`src/rtl/adder_pkg.sv`:
```
// Shared definitions for the slice-serial demux adder: FSM state encoding
// and the helpers that size the slice counter from WIDTH and SLICE.
// Pure declarations, no logic.
package adder_pkg;

    typedef enum logic [1:0] {
        IDLE = 2'd0,
        LOAD = 2'd1,
        CALC = 2'd2,
        DONE = 2'd3
    } state_t;

    // Number of SLICE-bit chunks that make up one WIDTH-bit operand
    function automatic int num_slices(input int width, input int slice);
        return width / slice;
    endfunction

    // Slice counter width; a single-slice adder still gets a 1-bit counter
    function automatic int ctr_width(input int width, input int slice);
        int n;
        n = width / slice;
        return (n > 1) ? $clog2(n) : 1;
    endfunction

endpackage

```
`src/rtl/adder_slice.sv`:
```
// Combinational SLICE-bit ripple adder; also exposes the carry into its MSB.
// Latency: 0 cycles (pure combinational).
// Backpressure: none, no handshake.
module adder_slice #(
    parameter int SLICE = 4
) (
    input  logic [SLICE-1:0] a,
    input  logic [SLICE-1:0] b,
    input  logic             ci,
    output logic [SLICE-1:0] s,
    output logic             co,
    output logic             c_msb
);

    logic [SLICE:0] c;

    assign c[0] = ci;

    for (genvar i = 0; i < SLICE; i++) begin : g_bit
        assign s[i]   = a[i] ^ b[i] ^ c[i];
        assign c[i+1] = (a[i] & b[i]) | (c[i] & (a[i] ^ b[i]));
    end

    assign co    = c[SLICE];
    assign c_msb = c[SLICE-1];

endmodule

```
`src/rtl/slice_serial_demux_adder.sv`:
```
// Operand pair arrives over one bus via a 1:2 demux, then is added SLICE bits per clock.
// Latency: out_valid rises NUM_SLICES enabled clocks after the capture that completes the pair.
// Backpressure: in_ready low while computing/holding a result; result held until out_ready. Define SUB_MODE_EN for subtract.
module slice_serial_demux_adder
    import adder_pkg::*;
#(
    parameter int WIDTH = 16,
    parameter int SLICE = 4
) (
    input  logic             clk,
    input  logic             rst_n,
    input  logic             en,
    input  logic [WIDTH-1:0] in,
    input  logic             d_sel,
    input  logic             in_valid,
    output logic             in_ready,
    input  logic             cin,
`ifdef SUB_MODE_EN
    input  logic             sub,
`endif
    output logic [WIDTH-1:0] sum,
    output logic             cout,
    output logic             ovf,
    output logic             out_valid,
    input  logic             out_ready
);

    localparam int NS = num_slices(WIDTH, SLICE);
    localparam int CW = ctr_width(WIDTH, SLICE);
    localparam logic [CW-1:0] LAST = CW'(NS - 1);

    if (SLICE < 1 || WIDTH < SLICE || (WIDTH % SLICE) != 0) begin : g_bad_param
        $error("WIDTH must be a non-zero multiple of SLICE");
    end

    state_t           state;
    logic [WIDTH-1:0] a_q;
    logic [WIDTH-1:0] b_q;
    logic             a_full;
    logic             b_full;
    logic [CW-1:0]    ctr;
    logic             carry;
    logic [WIDTH-1:0] sum_q;
    logic             cout_q;
    logic             ovf_q;
    logic             inv_b;
    logic             carry_init;

`ifdef SUB_MODE_EN
    logic sub_q;
    assign inv_b      = sub_q;
    // Subtraction is A + ~B + 1, so the incoming cin is ignored
    assign carry_init = sub ? 1'b1 : cin;
`else
    assign inv_b      = 1'b0;
    assign carry_init = cin;
`endif

    // Current slice of each operand; B is inverted when subtracting
    logic [SLICE-1:0] a_sl;
    logic [SLICE-1:0] b_sl;
    logic [SLICE-1:0] s_sl;
    logic             co_sl;
    logic             cmsb_sl;

    assign a_sl = a_q[int'(ctr)*SLICE +: SLICE];
    assign b_sl = b_q[int'(ctr)*SLICE +: SLICE] ^ {SLICE{inv_b}};

    adder_slice #(.SLICE(SLICE)) u_slice (
        .a     (a_sl),
        .b     (b_sl),
        .ci    (carry),
        .s     (s_sl),
        .co    (co_sl),
        .c_msb (cmsb_sl)
    );

    // Pair is complete when this capture fills the last empty operand
    logic pair_done;
    assign pair_done = (a_full | ~d_sel) & (b_full | d_sel);

    assign in_ready  = rst_n & en & ((state == IDLE) | (state == LOAD));
    assign out_valid = (state == DONE);
    assign sum       = sum_q;
    assign cout      = cout_q;
    assign ovf       = ovf_q;

    // Operand capture, slice-serial add and result handshake; en = 0 freezes everything
    always_ff @(posedge clk or negedge rst_n) begin
        if (!rst_n) begin
            state  <= IDLE;
            a_q    <= '0;
            b_q    <= '0;
            a_full <= 1'b0;
            b_full <= 1'b0;
            ctr    <= '0;
            carry  <= 1'b0;
            sum_q  <= '0;
            cout_q <= 1'b0;
            ovf_q  <= 1'b0;
`ifdef SUB_MODE_EN
            sub_q  <= 1'b0;
`endif
        end else if (en) begin
            case (state)
                IDLE, LOAD: begin
                    if (in_valid) begin
                        if (d_sel) begin
                            b_q    <= in;
                            b_full <= 1'b1;
                        end else begin
                            a_q    <= in;
                            a_full <= 1'b1;
                        end
                        if (pair_done) begin
                            state <= CALC;
                            carry <= carry_init;
                            ctr   <= '0;
`ifdef SUB_MODE_EN
                            sub_q <= sub;
`endif
                        end else begin
                            state <= LOAD;
                        end
                    end
                end
                CALC: begin
                    sum_q[int'(ctr)*SLICE +: SLICE] <= s_sl;
                    carry <= co_sl;
                    if (ctr == LAST) begin
                        cout_q <= co_sl;
                        ovf_q  <= co_sl ^ cmsb_sl;
                        state  <= DONE;
                    end else begin
                        ctr <= ctr + 1'b1;
                    end
                end
                DONE: begin
                    // Operands keep their values; only the full flags drop
                    if (out_ready) begin
                        state  <= IDLE;
                        a_full <= 1'b0;
                        b_full <= 1'b0;
                    end
                end
                default: state <= IDLE;
            endcase
        end
    end

endmodule

```
`config.mk`:
```
export PLATFORM = sky130hd
export DESIGN_NAME = slice_serial_demux_adder
export DESIGN_NICKNAME = d
export VERILOG_FILES = /design/src/rtl/adder_pkg.sv /design/src/rtl/adder_slice.sv /design/src/rtl/slice_serial_demux_adder.sv
export SDC_FILE = /design/constraint.sdc
export NUM_CORES = 1
export LEC_CHECK = 0
export BUFFER_PORTS_ARGS = -buffer_cell sky130_fd_sc_hd__buf_2
export CORE_MARGIN = 10
export CORE_UTILIZATION = 56
export DETAILED_ROUTE_END_ITERATION = 10
export GPL_TIMING_DRIVEN = 0
export PLACE_DENSITY = 0.91
export SYNTH_ARGS = -nofsm -noshare
export SYNTH_HDL_FRONTEND = slang
export SYNTH_HIERARCHICAL = 1
export SYNTH_SLANG_ARGS = --single-unit
```
`constraint.sdc`:
```
create_clock -name clk -period 3.7 [get_ports clk]
set_input_delay 0.74 -clock clk [delete_from_list [all_inputs] [get_ports clk]]
set_output_delay 0.74 -clock clk [all_outputs]
set_load 0.02 [all_outputs]
```
==> flow_metrics.env, run 1 <==
export IMPL_outcome="finished, final reports clean"
export IMPL_maxCapViolations=0
export IMPL_ys_warn_count=6
export IMPL_start_util_pct=57.9
export IMPL_grt_most_used_layer="met2"
export IMPL_h_tree_depth=3
export IMPL_drt_total_wl_um=5650
export IMPL_r2r_cells=10
export IMPL_fin_crit_sh_pct=85.4
export IMPL_critPathMaxFanout=10
export IMPL_gr_total_overflow=0
export IMPL_grt_max_degree=59
export IMPL_clk_latency_ns=0.34
export IMPL_routed_via_density=5.45
export IMPL_ant_nets=0
export IMPL_diodes=0
export IMPL_path_cells="buf_4, mux4_2, fa_1, inv_1, fa_1, fa_1, inv_1, fa_1, nand2_1, o21ai_0"
export IMPL_required_ns=3.95
export IMPL_synth_ff_type="dfrtp_1"
export IMPL_antenna_found_initial=0
export IMPL_relSlewSlack_pct=17.8
export IMPL_criticalPathCategory="flip-flop to flip-flop"
export IMPL_stdcell_area_mm2=0.00322
export IMPL_die_h_um=90.1
export IMPL_preCtsSetupSlack_ns=0.528
export IMPL_critPathSlowestCell="fa_1"
export IMPL_ys_seq_area_share_pct=51.8
export IMPL_final_min_clock_period_ns=3.16
export IMPL_drtIter0Drc=75
export IMPL_reg2reg_from="ctr[0]"
export IMPL_synth_common_cells="dfrtp_1 (57), mux2_2 (34), nand2_1 (27), o21ai_0 (16), inv_1 (15)"
export IMPL_setup_viol=0
export IMPL_ir_drop_v=0.000554
export IMPL_holdCritPathClass="flip-flop to flip-flop"
export IMPL_tightest_slew_ns=1.23
export IMPL_crit_buf_inv=3
export IMPL_dpl_cell_area_mm2=0.00305
export IMPL_synth_most_common_cell="dfrtp_1"
export IMPL_synth_avg_cell_area_um2=13.1
export IMPL_max_freq_mhz=317
export IMPL_hold_start="ovf"
export IMPL_port_buffers=42
export IMPL_dieArea_mm2=0.00812
export IMPL_cts_hold_buf=0
export IMPL_yosysTopAreaCell="dfrtp_1"
export IMPL_worstReg2RegEnd="sum[15]"
export IMPL_start_kind="flip-flop"
export IMPL_synthDistinctLibCells=36
export IMPL_gp_congestion=0.827
export IMPL_cts_made_buffers=9
export IMPL_p_leak_nw=1.50
export IMPL_grt_util_met1_pct=16.1
export IMPL_cts_tree="done"
export IMPL_clockBufferDepth=2
export IMPL_async_reset_ff_share_pct=100
export IMPL_p_total_mw=3.10
export IMPL_cts_setup_buffers=0
export IMPL_io_pins=43
export IMPL_synth_top_area_share_pct=51.8
export IMPL_dp_hpwl_um=4220
export IMPL_routedWlPerCell_um=16.9
export IMPL_grt_use_total_pct=14.3
export IMPL_clk_pin_slew_ns=0.06
export IMPL_post_route_drc_count=0
export IMPL_num_rows=25
export IMPL_critPathArrivalTime_ns=3.41
export IMPL_synth_edf_count=0
export IMPL_grt_pass1_vias=1967
export IMPL_nets=297
export IMPL_core_area_mm2=0.00475
export IMPL_drive_gt1_share_pct=40.7
export IMPL_routed_via_count=1826
export IMPL_crit_path_frequent_cell="fa_1"
export IMPL_hold_viol=0
export IMPL_root_buffer="clkbuf_8"
export IMPL_yosys_register_bits=57
export IMPL_power_density_mw_per_mm2=962
export IMPL_grtUsageMet3_pct=4.49
export IMPL_crit_path_max_incr_delay_ns=0.59
export IMPL_dieWidth_um=90.1
export IMPL_synth_area_mm2=0.00275
export IMPL_final_setup_tns_ns=0
export IMPL_critical_path_top_delay_family="adder cells"
export IMPL_syn2layout_area_growth_pct=17.1
export IMPL_worst_slack_ns=0.542
export IMPL_postSynthCellCount=211
export IMPL_rsz0062_at_grt="false"
export IMPL_report_final_slew_viol_count=0
export IMPL_worstHoldEndpoint="ovf"
export IMPL_setup_worst_path_end_class="flip-flop"
export IMPL_clock_skew_ns=0.00749
export IMPL_hold_path_cell_count=2
export IMPL_first_pass_iters=4
export IMPL_synthesis_nets=244
export IMPL_cts_resized=0
export IMPL_grtUsageMet2_pct=23.8
export IMPL_synth_area_leaders="dfrtp_1 (52%), mux2_2 (14%), mux4_2 (6.5%)"
export IMPL_clkSinkCount=57
export IMPL_ff2ff_setup_slack_ns=0.54
export IMPL_grt_pass1_wl_um=9380
==> flip-flops by register name, indices dropped and copies added, names as in the netlist <==
name and cells:
a_full 1, a_q 16, b_full 1, b_q 16, carry 1, cout 1, ctr 2, ovf 1
state 2, sum 16
==> worst min-delay path: stages (launching register included) <==
cell	delay (ns)
dfrtp_1	0.34
nand2_1	0.04
o21ai_0	0.06
==> cell families after synthesis <==
| kind of cell | after synthesis | share of synthesized area, % |
|---|---|---|
| compound gates | 31 | 7.63 |
| fa+ha+maj | 10 | 5.63 |
| flops | 57 | 51.8 |
| simple gates | 48 | 10.3 |
| xor+xnor | 1 | 0.318 |
| mux | 42 | 20.4 |
| buf+inv | 22 | 3.86 |
==> per-layer routing <==
layer / up-vias / routed length (µm)
met5: - / 0
met4: 0 / 101
met3: 10 / 324
met2: 49 / 2790
met1: 912 / 2440
li1: 855 / -
==> metrics by stage <==
stage / hold WS [ns] / util, % / std cells
6_report: 0.473 / 67.8 / 335
5_1_grt: 0.516 / 67.8 / 335
4_1_cts: 0.479 / 67.8 / 335
3_5_place_dp: 0.466 / 64.1 / 320
3_3_place_gp: 0.458 / 64.1 / 320
2_1_floorplan: 0.444 / - / 211
==> placed cells by master (no fill, tap or decap), drive strengths merged, types with 3 or more instances in the layout <==
cell	synthesis	routed
dfrtp	57	57
buf	5	47
mux2	34	34
nand2	27	27
o21ai	16	16
inv	15	15
clkbuf	2	13
mux4	8	8
a22o	6	6
ha	6	6
nand4b	5	5
fa	4	4
nor2b	4	4
clkinv	0	3
==> worst max path at each step <==
stage | from | cells past startpoint | endpoint | slack (ns)
after CTS | ctr[0] | 10 | sum[11] | 0.52
after floorplan | ctr[0] | 11 | carry | 0.84
after detailed placement | ctr[0] | 10 | sum[11] | 0.53
after global placement | ctr[0] | 11 | carry | 0.58
final | ctr[0] | 10 | sum[15] | 0.54
after global routing | ctr[0] | 10 | sum[11] | 0.33
==> report_power, final <==
part / internal (mW) / switching, mW
clock: 0.304 / 0.237
sequential: 0.904 / 0.175
combinational: 0.667 / 0.815
total: 1.87 / 1.23
==> final cells by class <==
| class | count | area, µm² |
|---|---|---|
| multi-input combinational | 132 | 1220 |
| timing repair buffer | 42 | 210 |
| buffer | 7 | 50.0 |
| tap | 67 | 83.8 |
| inverter | 15 | 56.3 |
| clock buffer | 11 | 131 |
| fill | 376 | 1530 |
| sequential | 57 | 1430 |
| clock inverter | 4 | 45.0 |
No activity file was read; power rests on OpenSTA's default activity.
==> run 2, diff against run 1 <==
--- a/config.mk
+++ b/config.mk
@@ -5,12 +5,12 @@
 export SDC_FILE = /design/constraint.sdc
 export NUM_CORES = 1
 export LEC_CHECK = 0
-export BUFFER_PORTS_ARGS = -buffer_cell sky130_fd_sc_hd__buf_2
 export CORE_MARGIN = 10
-export CORE_UTILIZATION = 56
+export CORE_UTILIZATION = 62
 export DETAILED_ROUTE_END_ITERATION = 10
+export DONT_BUFFER_PORTS = 1
 export GPL_TIMING_DRIVEN = 0
-export PLACE_DENSITY = 0.91
+export PLACE_DENSITY = 0.9
 export SYNTH_ARGS = -nofsm -noshare
 export SYNTH_HDL_FRONTEND = slang
 export SYNTH_HIERARCHICAL = 1
==> run 2 against run 1 <==
Sequential share of layout area up 3.9 points. Worst hold slack worse by 0.37 ns. Combinational power down 15%. First-iteration DRC count up 43%. Critical path type unchanged. Largest cell class unchanged.
==> flow_metrics.env, run 2 (same netlist as run 1, synthesis figures left out) <==
export IMPL_outcome="finished, final reports clean"
export IMPL_core_area_mm2=0.00432
export IMPL_clk_latency_ns=0.33
export IMPL_syn2layout_area_growth_pct=7.59
export IMPL_fillers=313
export IMPL_criticalPathCategory="flip-flop to flip-flop"
export IMPL_num_rows=24
export IMPL_fin_crit_sh_pct=86.2
export IMPL_port_buffers=0
export IMPL_cts_tree="done"
export IMPL_routed_via_count=1683
export IMPL_cts_hold_buf=0
export IMPL_root_buffer="clkbuf_8"
export IMPL_routedWlPerCell_um=19.5
export IMPL_diodes=0
export IMPL_tightest_slew_ns=0.649
export IMPL_maxCapViolations=0
export IMPL_crit_path_max_incr_delay_ns=0.58
export IMPL_routed_via_density=6.08
export IMPL_clockBufferDepth=2
export IMPL_dieWidth_um=86.6
export IMPL_layout_commonest_cell="dfrtp_1"
export IMPL_rsz0062_at_grt="false"
export IMPL_max_freq_mhz=313
export IMPL_power_density_mw_per_mm2=974
export IMPL_grt_pass1_vias=1840
export IMPL_post_route_drc_count=0
export IMPL_cts_resized=0
export IMPL_ir_drop_v=0.000548
export IMPL_gp_congestion=0.780
export IMPL_setup_viol=0
export IMPL_start_kind="flip-flop"
export IMPL_reg2reg_from="ctr[0]"
export IMPL_antenna_found_initial=0
export IMPL_critPathMaxFanout=10
export IMPL_grt_use_total_pct=15.6
export IMPL_multi_input_area_mm2=0.00122
export IMPL_required_ns=3.94
export IMPL_drtIter0Drc=107
export IMPL_cts_made_buffers=9
export IMPL_dieArea_mm2=0.00751
export IMPL_final_min_clock_period_ns=3.19
export IMPL_grt_pass1_wl_um=8960
export IMPL_nets=255
export IMPL_ff_latch_area_mm2=0.00143
export IMPL_critPathSlowestCell="fa_1"
export IMPL_ant_nets=0
export IMPL_relSlewSlack_pct=56.1
export IMPL_path_cells="buf_4, mux4_2, fa_1, inv_1, fa_1, fa_1, inv_1, fa_1, nand2_1, o21ai_0"
export IMPL_p_leak_nw=1.29
export IMPL_report_final_slew_viol_count=0
export IMPL_die_h_um=86.6
export IMPL_critPathArrivalTime_ns=3.44
export IMPL_drt_total_wl_um=5410
export IMPL_gr_total_overflow=0
export IMPL_r2r_cells=10
export IMPL_h_tree_depth=3
export IMPL_holdWs_ns=0.0991
export IMPL_clock_skew_ns=0.00467
export IMPL_setup_worst_path_end_class="flip-flop"
export IMPL_first_pass_iters=4
export IMPL_clk_pin_slew_ns=0.06
export IMPL_worstReg2RegEnd="sum[11]"
export IMPL_ff2ff_setup_slack_ns=0.51
export IMPL_drive_gt1_share_pct=28.4
export IMPL_critical_path_top_delay_family="adder cells"
export IMPL_final_setup_tns_ns=0
export IMPL_start_util_pct=63.7
export IMPL_holdCritPathClass="input port to asynchronous set/reset pin"
export IMPL_dp_hpwl_um=4050
export IMPL_io_pins=43
export IMPL_layout_common_cells="dfrtp_1 (57), mux2_2 (34), nand2_1 (27), o21ai_0 (16), inv_1 (15)"
export IMPL_crit_buf_inv=3
export IMPL_cts_setup_buffers=0
export IMPL_crit_path_frequent_cell="fa_1"
export IMPL_grt_max_degree=59
export IMPL_hold_viol=0
export IMPL_clkSinkCount=57
==> run 2: cell count changes in the layout (fill, tap and decap cells not counted), sizes merged <==
cell / change
clkinv: -2
buf: -42
clkbuf: +2
bufinv: -1
==> run 2: cell type report <==
type,instances,area share [%]
plain buffers,7,1.69
clock buffers,13,4.69
clock inverters,1,0.169
inverters,15,1.90
multi-input cells,132,41.2
flip-flops and latches,57,48.1
well taps,52,2.20
==> run 2: how the worst max path moves through the flow <==
stage | to | startpoint | cells past startpoint | slack [ns]
after floorplan | carry | ctr[0] | 11 | 0.84
after global placement | carry | ctr[0] | 11 | 0.58
after detailed placement | sum[11] | ctr[0] | 10 | 0.51
after CTS | sum[11] | ctr[0] | 10 | 0.50
after global routing | sum[11] | ctr[0] | 10 | 0.25
final | sum[11] | ctr[0] | 10 | 0.51
==> run 2: power by group <==
group | internal, mW | leakage (nW) | switching, mW
clock network | 0.235 | 0.0733 | 0.216
logic | 0.600 | 0.499 | 0.658
registers | 0.904 | 0.714 | 0.274
==> run 2: routing by layer <==
layer  wire length (µm)  track usage [%]
met4                 82             7.81
met5                  0                0
met2               2760             25.3
met3                468             7.60
met1               2100             16.7
==> run 2: per-stage QoR <==
stage | area, µm² | cells | power [mW] | utilization [%] | worst slack (ns)
after detailed placement | 2820 | 263 | 2.45 | 65.2 | 0.508
after floorplan | 2750 | 211 | 2.11 | - | 0.836
after global placement | 2820 | 263 | 2.39 | 65.2 | 0.577
final | 2960 | 277 | 2.89 | 68.5 | 0.509
after global routing | 2960 | 277 | 3.11 | 68.5 | 0.249
after CTS | 2960 | 277 | 2.90 | 68.5 | 0.497
==> run 2: worst reg2reg max path: cells and delay by family (launching register included) <==
family                     cells  cell delay [ns]
and+or+nand+nor                1             0.06
DFF                            1             0.51
adders and majority gates      4             1.36
buffers and inverters          3             0.42
AOI/OAI and AO/OA              1             0.17
muxes                          1             0.56
